[src/rtl/pid_pkg.sv]
// Shared constants and helpers for the PID motor controller.
package pid_pkg;

  localparam int D_SAT_MAX  = 255;
  localparam int D_SAT_MIN  = -256;
  localparam int FAST_DEC_W = 15;

  function automatic int sat_signed(input int v, input int lo, input int hi);
    if (v > hi)      return hi;
    else if (v < lo) return lo;
    else             return v;
  endfunction

endpackage

[src/rtl/pid_decimator.sv]
// Free-running decimation counter; tick is high for the single all-ones count.
module pid_decimator
  import pid_pkg::*;
#(
  parameter int DEC_W    = 20,
  parameter bit FAST_SIM = 1'b0
) (
  input  logic clk,
  input  logic rst,
  output logic tick
);

  logic [DEC_W-1:0] cnt;

  always_ff @(posedge clk or posedge rst) begin
    if (rst) cnt <= '0;
    else     cnt <= cnt + DEC_W'(1);
  end

  generate
    if (FAST_SIM) begin : g_fast
      if (DEC_W < FAST_DEC_W) begin : g_bad_w
        $error("pid_decimator: FAST_SIM needs DEC_W >= %0d", FAST_DEC_W);
      end
      assign tick = &cnt[FAST_DEC_W-1:0];
    end else begin : g_full
      assign tick = &cnt;
    end
  endgenerate

endmodule

[src/rtl/pid_ctrl_gen.sv]
// eBike PID controller: signed torque error in, clamped unsigned drive magnitude out,
// with a decimated integrator, a tick-sampled D history and a 2-stage output pipeline.
module pid_ctrl_gen
  import pid_pkg::*;
#(
  parameter int ERR_W    = 13,
  parameter int OUT_W    = 12,
  parameter int INT_W    = 18,
  parameter int DEC_W    = 20,
  parameter bit FAST_SIM = 1'b0,
  parameter int D_DEPTH  = 3,
  parameter int KI_SHIFT = 5,
  parameter int KD_SHIFT = 2
) (
  input  logic             clk,
  input  logic             rst,
  input  logic             not_pedaling,
  input  logic             err_vld,
  input  logic [ERR_W-1:0] error,
  output logic [OUT_W-1:0] drv_mag,
  output logic             drv_vld,
  output logic             sat_flag,
  output logic             tick
);

  localparam int SUM_W  = ERR_W + 2;
  localparam int STAGES = 1;
  localparam logic signed [INT_W:0]   INT_MAX = (INT_W+1)'((1 << (INT_W-1)) - 1);
  localparam logic signed [SUM_W-1:0] OUT_MAX = SUM_W'((1 << OUT_W) - 1);

  generate
    if (INT_W - 1 - KI_SHIFT > ERR_W) begin : g_chk_ki
      $error("pid_ctrl_gen: INT_W-1-KI_SHIFT must be <= ERR_W");
    end
    if (9 + KD_SHIFT > ERR_W) begin : g_chk_kd
      $error("pid_ctrl_gen: 9+KD_SHIFT must be <= ERR_W");
    end
    if (D_DEPTH < 1) begin : g_chk_dd
      $error("pid_ctrl_gen: D_DEPTH must be >= 1");
    end
    if (OUT_W > ERR_W) begin : g_chk_out
      $error("pid_ctrl_gen: OUT_W must be <= ERR_W");
    end
  endgenerate

  pid_decimator #(
    .DEC_W    (DEC_W),
    .FAST_SIM (FAST_SIM)
  ) u_dec (
    .clk  (clk),
    .rst  (rst),
    .tick (tick)
  );

  logic signed [ERR_W-1:0]        err_reg;
  logic signed [ERR_W-1:0]        err_nxt;
  logic [INT_W-1:0]               integ;
  logic signed [INT_W:0]          isum;
  logic [D_DEPTH-1:0][ERR_W-1:0]  hist;
  logic signed [ERR_W:0]          d_diff;
  logic signed [8:0]              d_sat;
  logic signed [SUM_W-1:0]        p_term, i_term, d_term;
  logic signed [SUM_W-1:0]        p_s1, i_s1, d_s1;
  logic signed [SUM_W-1:0]        sum_s2;
  logic [STAGES:0]                vld_pipe;

  // Stage 1 samples the value err_reg is about to take, so a captured error
  // reaches drv_mag exactly two clocks after its err_vld cycle.
  assign err_nxt = err_vld ? $signed(error) : err_reg;

  always_ff @(posedge clk or posedge rst) begin
    if (rst)          err_reg <= '0;
    else if (err_vld) err_reg <= $signed(error);
  end

  assign isum = $signed({1'b0, integ}) + (INT_W+1)'(err_reg);

  always_ff @(posedge clk or posedge rst) begin
    if (rst)               integ <= '0;
    else if (not_pedaling) integ <= '0;
    else if (tick) begin
      if (isum > INT_MAX)  integ <= INT_MAX[INT_W-1:0];
      else if (isum < 0)   integ <= '0;
      else                 integ <= isum[INT_W-1:0];
    end
  end

  // History ignores not_pedaling so D stays meaningful when pedalling resumes.
  always_ff @(posedge clk or posedge rst) begin
    if (rst) hist <= '0;
    else if (tick) begin
      hist[0] <= err_reg;
      for (int k = 1; k < D_DEPTH; k++) hist[k] <= hist[k-1];
    end
  end

  assign d_diff = (ERR_W+1)'(err_nxt) - (ERR_W+1)'($signed(hist[D_DEPTH-1]));
  assign d_sat  = 9'(sat_signed(int'(d_diff), D_SAT_MIN, D_SAT_MAX));

  assign p_term = SUM_W'(err_nxt);
  assign i_term = SUM_W'({1'b0, integ[INT_W-2:KI_SHIFT]});
  assign d_term = SUM_W'(d_sat) <<< KD_SHIFT;

  always_ff @(posedge clk or posedge rst) begin
    if (rst) begin
      p_s1     <= '0;
      i_s1     <= '0;
      d_s1     <= '0;
      vld_pipe <= '0;
    end else begin
      p_s1     <= p_term;
      i_s1     <= i_term;
      d_s1     <= d_term;
      vld_pipe <= {vld_pipe[STAGES-1:0], err_vld};
    end
  end

  assign sum_s2 = p_s1 + i_s1 + d_s1;

  always_ff @(posedge clk or posedge rst) begin
    if (rst) begin
      drv_mag  <= '0;
      sat_flag <= 1'b0;
    end else if (vld_pipe[0]) begin
      if (sum_s2 < 0) begin
        drv_mag  <= '0;
        sat_flag <= 1'b1;
      end else if (sum_s2 > OUT_MAX) begin
        drv_mag  <= '1;
        sat_flag <= 1'b1;
      end else begin
        drv_mag  <= sum_s2[OUT_W-1:0];
        sat_flag <= 1'b0;
      end
    end
  end

  assign drv_vld = vld_pipe[STAGES];

endmodule

[config.mk]
export PLATFORM = sky130hd
export DESIGN_NAME = pid_ctrl_gen
export DESIGN_NICKNAME = d
export VERILOG_FILES = /design/src/rtl/pid_pkg.sv /design/src/rtl/pid_decimator.sv /design/src/rtl/pid_ctrl_gen.sv
export SDC_FILE = /design/constraint.sdc
export NUM_CORES = 1
export LEC_CHECK = 0
export ABC_AREA = 1
export CORE_ASPECT_RATIO = 1.2
export CORE_UTILIZATION = 45
export CTS_CLUSTER_DIAMETER = 120
export DETAILED_ROUTE_END_ITERATION = 8
export PLACE_DENSITY = 0.68
export SKIP_CTS_REPAIR_TIMING = 1
export SLEW_MARGIN = 10
export SYNTH_ARGS = -nofsm -noshare
export SYNTH_HDL_FRONTEND = slang
export SYNTH_HIERARCHICAL = 1
export SYNTH_SLANG_ARGS = --single-unit
[constraint.sdc]
create_clock -name clk -period 7.9 [get_ports clk]
set_input_delay 0.79 -clock clk [delete_from_list [all_inputs] [get_ports clk]]
set_output_delay 0.79 -clock clk [all_outputs]
set_load 0.005 [all_outputs]
==> summary.md <==
| Metric | Value |
|---|---|
| Status | completed |
| DRC Markers | 0 |
| Clock tree sinks | 126 |
| CTS root buffer | clkbuf_16 |
| First-pass GRT wire length | 27.6 mm |
| Sequential fraction of the synthesis area | 41.3% |
| Post-layout min period | 3.62 ns |
| Core ar. | 16400 um^2 |
| GPL Wtd Cong | 0.883 |
| Post-Synthesis Cell Area | 7630 um^2 |
| Crit Path Class | input port to flop |
| Tot Pwr | 0.00202 W |
| Post-synth EDFFs | 0 |
| HPWL after DPL | 12.2 mm |
| Worst Tran Pin Value | 0.897 ns |
| Slowest CP cell | clkdlybuf4s50_1 |
| Share of post-route cells with drive strength above 1 | 7.14% |
| NumNets Final | 1089 |
| Area share of the largest cell type after synthesis | 41.3% |
| Mean routed wirelength per cell | 13.3 um |
| Cells after DPL | 1204 |
| Initial DRC Count | 232 |
| Synthesis-stage register bit count | 126 |
| DR pass1 iterations | 5 |
| Synth cell types | 37 |
| Most used cell along the critical path | nand3_1 |
| Post-layout util | 53.3% |
| Die Area | 17500 um^2 |
| Pin count of the biggest net entering global routing | 63 |
| Final period util | 45.9% |
| Die span in y | 145 um |
| Die Width | 121 um |
| Number of global-route vias before repair | 5827 |
| Pwr Density | 231 nW/um^2 |
| Initial antenna violation count | 0 |
| Detailed Route WL | 16.4 mm |
| Max-slew headroom | 40.0% |
| TritonCTS Buffers | 17 |
| Clk slew on worst S/H paths | 0.06 ns |
| Initial Util | 46.5% |
| Area Growth Syn to Fin | 14.7% |
| Worst-path cell chain | clkdlybuf4s50_1 -> o21ai_0 -> ha_1 -> fa_1 -> inv_1 -> nand3_1 -> nand3_1 -> nand3_1 -> nand3_1 -> nand2_1 -> nand2_1 -> nand3_1 -> o21ai_2 -> nand2_1 |
| Final count of pins violating max slew | 0 |
| Mean area per synthesized cell | 7.82 um^2 |
| Htree depth | 4 |
| RSZ-0062 raised after global routing | false |
| Cells after synthesis | 975 |
| Ys flop type | dfrtp_1 |
| Ant. Diodes | 0 |
| Worst min-delay path class | flop to flop |
| Data required, critical path | 8.19 ns |
| Peak supply drop | 0.191 mV |
| Skew-Pair Late Insertion Delay | 0.42 ns |
| DR vias | 6054 |
| Largest fanout on the critical path | 27 |
| Top cells by count, synth | nand2_1 (352), dfrtp_1 (126), inv_1 (122) |
| Top-count cell post-synth | nand2_1 |
| Fmax | 0.276 GHz |
| Port bufs | 31 |
| Gr ovfl total | 0 |
| Worst EP arrival | 3.92 ns |
| Min Hold Slack | 0.407 ns |
| Leak | 4.62 nW |
| Clk_skew | 0.00854 ns |
| Startpoint types | input port |
| Crit path capture type | flop |
| Ys Warns | 6 |
| Number of I/O pins | 32 |
| Asr flop ratio synth | 100% |
| Yosys top cell by area | dfrtp_1 |
| Antenna-violating nets left | 0 |
| Hold Fails Final Rpt | 0 |
| Max incr delay on CP | 1.06 ns |
| Post-synthesis net count | 1053 |
| Final number of setup-violating endpoints | 0 |
| Row count | 51 |
| CTS tree | yes |
| Clk buf depth | 2 |
| Non-filler cells, final | 1234 |
| Max-Cap Viols | 0 |
| Area contributors post-synth | dfrtp_1 (41%), nand2_1 (17%), ha_1 (7.9%) |
| Gr usage total | 20.6% |
| Vias per inst | 4.91 |
| Post-Route Setup TNS | 0 ns |
final timing paths:
kind,start,endpoint,slack [ns],cells after the start
hold reg to reg,integ[5]$_DFFE_PP0P_,i_s1[0]$_DFF_PP0_,0.41,0
setup / recovery,err_vld,d_s1[9]$_DFF_PP0_,4.28,14
setup reg to reg,p_s1[12]$_DFF_PP0_,drv_mag[7]$_DFFE_PP0P_,4.94,11
hold / removal,integ[5]$_DFFE_PP0P_,i_s1[0]$_DFF_PP0_,0.41,0
min in group asynchronous,rst,hist[17]$_DFFE_PP0P_,0.80,2
max in group asynchronous,rst,i_s1[11]$_DFF_PP0_,5.92,3
worst max-delay path: cells and delay by family:
| family | cells | cell delay [ns] |
|---|---|---|
| AOI/OAI and AO/OA | 2 | 0.56 |
| adders and majority gates | 2 | 0.69 |
| buffers and inverters | 2 | 1.17 |
| and+or+nand+nor | 8 | 0.71 |
stage by stage:
stage	setup WS [ns]	cell area, um^2
floorplan	4.32	7630
global placement	3.96	8140
detailed placement	3.85	8140
CTS	4.29	8750
global route	3.95	8750
finish	4.28	8750
state kept, by name, summed over array words and instances, names as in the netlist:
signal	cells
drv_mag	12
i_s1	12
d_s1	9
u_dec/cnt	20
p_s1	13
integ	18
sat_flag	1
hist	39
vld_pipe	2
routing by layer:
layer / vias to the layer above / global-route usage, % / wire [um]
li1: 3137 / - / -
met1: 2809 / 25.1 / 7510
met2: 85 / 36.1 / 8160
met3: 23 / 3.39 / 393
met4: 0 / 8.38 / 331
met5: - / 0 / 0
cell usage in the layout, fill, tap and decap left out, drive strengths merged, types with 2 or more instances in the layout:
cell / synthesis / layout
a21oi: 37 / 37
a31oi: 2 / 2
buf: 4 / 4
bufinv: 0 / 3
clkbuf: 14 / 21
clkdlybuf4s50: 0 / 31
clkinv: 0 / 2
clkinvlp: 0 / 3
dfrtp: 126 / 126
fa: 13 / 13
ha: 48 / 48
inv: 124 / 125
nand2: 372 / 372
nand3: 59 / 59
nand3b: 8 / 8
nand4: 10 / 10
nor2: 52 / 52
nor3: 4 / 4
nor4: 2 / 2
o21ai: 53 / 53
o21bai: 3 / 3
xnor2: 22 / 22
xor2: 17 / 17
power breakdown:
part	switching [W]	internal [W]	leakage, nW
Combinational	0.000279	0.000207	2.66
Clock	0.000288	0.000518	0.288
Sequential	0.0000364	0.000693	1.67
area by class of cell:
class | instances | area [um^2]
Fill cell | 1548 | 7650
Inverter | 124 | 468
Clock buffer | 21 | 470
Tap cell | 212 | 265
Timing Repair Buffer | 35 | 340
Sequential cell | 126 | 3150
Clock inverter | 9 | 135
Multi-Input combinational cell | 707 | 3920
kinds of logic after synthesis:
| logic type | count (synthesis) | share of synthesized area [%] |
|---|---|---|
| AND/OR/NAND/NOR | 509 | 28.5 |
| buffers and inverters | 142 | 7.33 |
| flip-flops | 126 | 41.3 |
| AO/OA/AOI/OAI | 98 | 6.91 |
| adder cells (fa/ha/maj) | 61 | 11.3 |
| XOR/XNOR | 39 | 4.58 |
No activity file was read; power rests on OpenSTA's default activity.
